## config.mk

```make
export PLATFORM = sky130hd
export DESIGN_NAME = seed_writer_flat
export DESIGN_NICKNAME = d
export VERILOG_FILES = /design/src/rtl/seed_writer_pkg.sv /design/src/rtl/seed_writer_if.sv /design/src/rtl/seed_writer_trigger_debounce.sv /design/src/rtl/seed_writer.sv /design/src/flat_wrapper.sv
export SDC_FILE = /design/constraint.sdc
export NUM_CORES = 1
export LEC_CHECK = 0
export BUFFER_PORTS_ARGS = -buffer_cell sky130_fd_sc_hd__buf_2
export CAP_MARGIN = 0
export CORE_ASPECT_RATIO = 0.9
export CORE_MARGIN = 2
export CORE_UTILIZATION = 25
export CTS_BUF_LIST = sky130_fd_sc_hd__clkbuf_8 sky130_fd_sc_hd__clkbuf_16
export DETAILED_ROUTE_END_ITERATION = 6
export GPL_ROUTABILITY_DRIVEN = 0
export GPL_TIMING_DRIVEN = 1
export SLEW_MARGIN = 40
export SYNTH_ARGS = -nofsm -noshare
export SYNTH_HDL_FRONTEND = slang
export SYNTH_SLANG_ARGS = --single-unit
```

## constraint.sdc

```tcl
create_clock -name clock -period 2.8 [get_ports clock]
set_input_delay 0 -clock clock [delete_from_list [all_inputs] [get_ports clock]]
set_output_delay 0 -clock clock [all_outputs]
set_load 0.05 [all_outputs]
```

## src/rtl/seed_writer_pkg.sv

```systemverilog
// Shared definitions for the RNG seed writer: FSM encoding, seed word address and the
// XNOR-LFSR lockup value with its substitute.
package seed_writer_pkg;

    typedef enum logic [2:0] {
        StIdle  = 3'd0,
        StWrite = 3'd1,
        StRead  = 3'd2,
        StCheck = 3'd3,
        StDone  = 3'd4
    } state_e;

    // Must match the seed address the random generator loads from.
    localparam logic [15:0] SeedAddrDefault = 16'h07FE;

    localparam logic [15:0] LfsrLockup      = 16'hFFFF;
    localparam logic [15:0] LfsrLockupSubst = 16'hFFFE;

    function automatic logic [15:0] guard_seed(logic [15:0] raw);
        return (raw == LfsrLockup) ? LfsrLockupSubst : raw;
    endfunction

endpackage

```

## src/rtl/seed_writer_if.sv

```systemverilog
// Single-port data memory write/read bus used by the seed writer.
interface seed_writer_if;
    logic [15:0] address;
    logic        wr_en;
    logic [15:0] data_in;
    logic [15:0] mem_data_out;

    modport master (output address, output wr_en, output data_in, input mem_data_out);
    modport slave  (input address, input wr_en, input data_in, output mem_data_out);
endinterface

```

## src/rtl/seed_writer_trigger_debounce.sv

```systemverilog
// Two-flop synchronizer plus saturating debounce counter; emits one pulse per qualified
// press, re-armed only after the synchronized level returns low.
module seed_writer_trigger_debounce #(
    parameter int unsigned DEBOUNCE_CYCLES = 4
) (
    input  logic clock,
    input  logic nreset,
    input  logic trigger_i,
    output logic event_o
);
    localparam logic [7:0] Target = 8'(DEBOUNCE_CYCLES);

    logic       sync1_q, sync2_q;
    logic [7:0] cnt_q, cnt_d;

    always_ff @(posedge clock) begin
        if (!nreset) begin
            sync1_q <= 1'b0;
            sync2_q <= 1'b0;
            cnt_q   <= 8'd0;
        end else begin
            sync1_q <= trigger_i;
            sync2_q <= sync1_q;
            cnt_q   <= cnt_d;
        end
    end

    always_comb begin
        cnt_d = 8'd0;
        if (sync2_q) begin
            cnt_d = (cnt_q == Target) ? Target : cnt_q + 8'd1;
        end
    end

    // Fires in the cycle whose closing edge brings the count up to the target.
    assign event_o = sync2_q && (cnt_q == Target - 8'd1);

endmodule

```

## src/rtl/seed_writer.sv

```systemverilog
// Samples a free-running counter on a debounced trigger and writes it as the RNG seed.
// SEED_WRITER_READBACK_EN adds read-back verification with bounded rewrites.
module seed_writer
    import seed_writer_pkg::*;
#(
    parameter logic [15:0] SEED_ADDR       = SeedAddrDefault,
    parameter int unsigned DEBOUNCE_CYCLES = 4,
    parameter int unsigned MAX_RETRY       = 3
) (
    input  logic          clock,
    input  logic          nreset,
    input  logic          trigger_i,
    seed_writer_if.master mem,
    output logic [15:0]   seed_out_o,
    output logic          seed_valid_o,
    output logic          busy_o,
    output logic          seed_error_o
);
    logic [15:0] entropy_q;
    logic [15:0] data_in_q, data_in_d;
    logic [15:0] seed_out_q, seed_out_d;
    state_e      state_q, state_d;
    logic        trig_event;

    seed_writer_trigger_debounce #(
        .DEBOUNCE_CYCLES(DEBOUNCE_CYCLES)
    ) u_debounce (
        .clock    (clock),
        .nreset   (nreset),
        .trigger_i(trigger_i),
        .event_o  (trig_event)
    );

`ifdef SEED_WRITER_READBACK_EN
    localparam logic [7:0] MaxRetry = 8'(MAX_RETRY);
    logic [7:0] retry_q, retry_d;
    logic       error_q, error_d;
`else
    localparam int unsigned unused_max_retry = MAX_RETRY;
    logic [15:0] unused_rdata;
    assign unused_rdata = mem.mem_data_out;
`endif

    always_ff @(posedge clock) begin
        if (!nreset) begin
            entropy_q  <= 16'h0001;
            state_q    <= StIdle;
            data_in_q  <= 16'h0000;
            seed_out_q <= 16'h0000;
`ifdef SEED_WRITER_READBACK_EN
            retry_q    <= 8'd0;
            error_q    <= 1'b0;
`endif
        end else begin
            entropy_q  <= entropy_q + 16'd1;
            state_q    <= state_d;
            data_in_q  <= data_in_d;
            seed_out_q <= seed_out_d;
`ifdef SEED_WRITER_READBACK_EN
            retry_q    <= retry_d;
            error_q    <= error_d;
`endif
        end
    end

    always_comb begin
        state_d    = state_q;
        data_in_d  = data_in_q;
        seed_out_d = seed_out_q;
`ifdef SEED_WRITER_READBACK_EN
        retry_d    = retry_q;
        error_d    = error_q;
`endif
        unique case (state_q)
            StIdle, StDone: begin
                if (trig_event) begin
                    data_in_d = guard_seed(entropy_q);
                    state_d   = StWrite;
`ifdef SEED_WRITER_READBACK_EN
                    retry_d   = 8'd0;
`endif
                end
            end
            StWrite: begin
                seed_out_d = data_in_q;
`ifdef SEED_WRITER_READBACK_EN
                state_d    = StRead;
`else
                state_d    = StDone;
`endif
            end
`ifdef SEED_WRITER_READBACK_EN
            StRead:  state_d = StCheck;
            StCheck: begin
                if (mem.mem_data_out == data_in_q) begin
                    state_d = StDone;
                end else if (retry_q < MaxRetry) begin
                    retry_d = retry_q + 8'd1;
                    state_d = StWrite;
                end else begin
                    error_d = 1'b1;
                    state_d = StDone;
                end
            end
`endif
            default: state_d = StIdle;
        endcase
    end

    assign mem.address  = SEED_ADDR;
    assign mem.wr_en    = (state_q == StWrite);
    assign mem.data_in  = data_in_q;
    assign seed_out_o   = seed_out_q;
    assign busy_o       = !((state_q == StIdle) || (state_q == StDone));
`ifdef SEED_WRITER_READBACK_EN
    assign seed_valid_o = (state_q == StDone) && !error_q;
    assign seed_error_o = error_q;
`else
    assign seed_valid_o = (state_q == StDone);
    assign seed_error_o = 1'b0;
`endif

endmodule

```

## src/flat_wrapper.sv

```systemverilog
// flat-port wrapper written by rule: the top's interface ports become plain ports
module seed_writer_flat import seed_writer_pkg::*;
#(
    parameter logic [15:0] SEED_ADDR       = SeedAddrDefault,
    parameter int unsigned DEBOUNCE_CYCLES = 4,
    parameter int unsigned MAX_RETRY       = 3
)
  (clock, nreset, trigger_i, seed_out_o, seed_valid_o, busy_o, seed_error_o, mem_address, mem_wr_en, mem_data_in, mem_mem_data_out);
  seed_writer_if mem_i ();
  input  logic clock;
  input  logic nreset;
  input  logic trigger_i;
  output logic [15:0] seed_out_o;
  output logic seed_valid_o;
  output logic busy_o;
  output logic seed_error_o;
  output wire logic [$bits(mem_i.address)-1:0] mem_address;
  output wire logic [$bits(mem_i.wr_en)-1:0] mem_wr_en;
  output wire logic [$bits(mem_i.data_in)-1:0] mem_data_in;
  input wire logic [$bits(mem_i.mem_data_out)-1:0] mem_mem_data_out;
  assign mem_address = mem_i.address;
  assign mem_wr_en = mem_i.wr_en;
  assign mem_data_in = mem_i.data_in;
  assign mem_i.mem_data_out = mem_mem_data_out;
  seed_writer #(.SEED_ADDR(SEED_ADDR), .DEBOUNCE_CYCLES(DEBOUNCE_CYCLES), .MAX_RETRY(MAX_RETRY)) u_core (.clock(clock), .nreset(nreset), .trigger_i(trigger_i), .mem(mem_i), .seed_out_o(seed_out_o), .seed_valid_o(seed_valid_o), .busy_o(busy_o), .seed_error_o(seed_error_o));
endmodule
```

==> reports/results.ini <==
[timing]
hold_slack_ns=0.1845
period_needed_ns=1.934
finalSetupViolCount=0
setup_tns_ns=0
hold_violations=0
finalClockSkew_ns=0.007466
grt_setup_unrepaired=false
slew_headroom_pct=54.81
fin_crit_sh_pct=69.08
tightest_slew_ns=0.6778
fmax_ghz=0.5170
drv_slew=0

[logic_synthesis]
ys.flop_type=dfxtp_1
async_reset_ff_share_pct=0
synth_edf_count=0
synthTopCellsByCount=dfxtp_1, nand2_1, nand3_1, a21boi_0, buf_4
syn_area_um2=2532
synth_area_leaders=dfxtp_1, nand2_1, a21boi_0
netlist-cell-type-count=37
synth_cells=292
yosysMostFrequentCell=dfxtp_1
yosysSeqAreaShare_pct=47.43
synth_area_leader_cell=dfxtp_1
yosys_warnings=0
synth_top_area_share_pct=47.43
ys_seq_elements=60
syn_area_per_cell_um2=8.673

[finish]
regArea_um2=1201
nets=349
fin_area_um2=3023
nFillCells=1021
diodes=0
multi_input_area_um2=1170
final_util_pct=31.03
area_growth_pct=19.37
drive_gt1_share_pct=17.77

[die]
dieArea_um2=10950
die_w_um=110.1
core_area_um2=9742
rows=34
boundaryPins=71
die_h_um=99.48
initial_core_util_pct=26.00

[job]
maxCapViolCount=0

[cts]
cts_hold_buf=1
cts_made_buffers=9
clock-sinks=60
clk_pin_slew_worst_paths_ns=0.06
cts_tree=done
cts_resized=0
root_buffer=clkbuf_8
cts_setup_buffers=0
clk_path_buf_depth=2
htreeDepth=3
clk_latency_ns=0.33

[global_route]
grt_pass1_vias=1799
grt_usage_pct=9.575
grt_pass1_wl_um=8273
grt_overflow=0
grt_antenna_before_repair=0
grt_start_max_net_pins=47

[hold_path]
min_path_type=input port to register

[worst_setup_path]
setup.worst_path.end_class=register
path_delay_family=simple AND/OR/NAND/NOR gates
arrival_ns=2.14
crit_required_ns=3.00
crit_fanout=21
start_kind=register
slowest_delay_ns=0.44
cp_cell_sequence=ha_1 > nand4bb_1 > nor3_4 > buf_4 > nand2b_1 > a21boi_1
crit_buf_inv=1
path_class=register to register
cpMaxStageDelayCell=nor3_4

[placed_design]
port_buffers=37
placed_area_um2=2763
dpl.hpwl_um=3381

[routing]
highest_layer=met4
drt-total-wl_um=4808
route.met3.wl_um=273
ant_nets=0
drt-wirelength-per-cell_um=10.50
drt_first_iter_violations=50
drt-met1-wl_um=2354
drt-pass1-iter-count=4
drc=0
via_per_inst=4.210
wl_met2_um=2084
num_vias=1928

[power_and_ir_drop]
power.density_nw_per_um2=630.2
ir_worst_vdd_mv=0.2522
p_leak_nw=1.194

[outcome]
outcome=finished, final reports clean

-- sequential cells by signal (all words and copies together), names as in the netlist --
register                   flops
u_core.entropy_q              16
u_core.u_debounce.cnt_q        8
u_core.u_debounce.sync1_q      1
u_core.mem.data_in            16
u_core.u_debounce.sync2_q      1
u_core.seed_out_o             16
u_core.state_q                 2
-- worst paths after layout --
path,from,endpoint,cells after the start,slack [ns]
worst max-delay path,u_core.u_debounce.cnt_q[0]$_SDFF_PP0_,u_core.mem.data_in[0]$_SDFFE_PN0P_,6,0.87
worst min-delay path,nreset,u_core.entropy_q[0]$_SDFF_PN1_,2,0.18
worst max register to register,u_core.u_debounce.cnt_q[0]$_SDFF_PP0_,u_core.mem.data_in[0]$_SDFFE_PN0P_,6,0.87
worst min register to register,u_core.entropy_q[0]$_SDFF_PN1_,u_core.entropy_q[0]$_SDFF_PN1_,1,0.43
-- cells by family after synthesis --
| group | Yosys count | share of synthesized area [%] |
|---|---|---|
| XOR/XNOR | 16 | 5.534 |
| multiplexers | 1 | 0.3953 |
| AND/OR/NAND/NOR | 130 | 25.35 |
| other | 2 | 0.2966 |
| AO/OA/AOI/OAI | 41 | 10.92 |
| buffers and inverters | 39 | 8.596 |
| adder cells (fa/ha/maj) | 3 | 1.482 |
| flip-flops | 60 | 47.43 |
-- stage by stage --
| step | power [W] | setup WS (ns) | instances |
|---|---|---|---|
| 2_1_floorplan | 0.0009823 | 1.094 | 307 |
| 3_3_place_gp | 0.0009704 | 0.8789 | 441 |
| 3_5_place_dp | 0.0009706 | 0.8280 | 441 |
| 4_1_cts | 0.001931 | 0.8338 | 458 |
| 5_1_grt | 0.001975 | 0.6827 | 458 |
| 6_report | 0.001905 | 0.8659 | 458 |
-- metal layers --
layer / global-route usage (%) / vias up
li1: - / 1012
met1: 11.89 / 869
met2: 14.54 / 41
met3: 3.408 / 6
met4: 4.904 / 0
met5: 0 / -
-- report_power, final --
group	switching [W]	internal, W	total (W)
clock network	0.000317	0.000635	0.000952
logic	0.0000688	0.0000145	0.0000833
registers	0.00000853	0.000861	0.000869
total	0.000395	0.00151	0.00191
-- cells in the final DEF, fill, tap and decap left out, drive strengths merged, types with 9 or more instances in the layout --
master,Yosys,layout
a21boi,19,19
and2,15,15
buf,22,40
clkbuf,10,11
conb,2,17
dfxtp,60,60
nand2,56,56
nand3,25,25
nor2,9,9
o21ai,16,16
xor2,9,9
-- area by class of cell --
| type | count | share of cell area (%) |
|---|---|---|
| Tap cell | 126 | 5.215 |
| Multi-Input combinational cell | 208 | 38.70 |
| Timing Repair Buffer | 41 | 7.202 |
| Inverter | 7 | 0.8692 |
| Clock inverter | 5 | 3.270 |
| Sequential cell | 60 | 39.74 |
| Clock buffer | 11 | 5.008 |
Power figures use the tool's default switching activity.
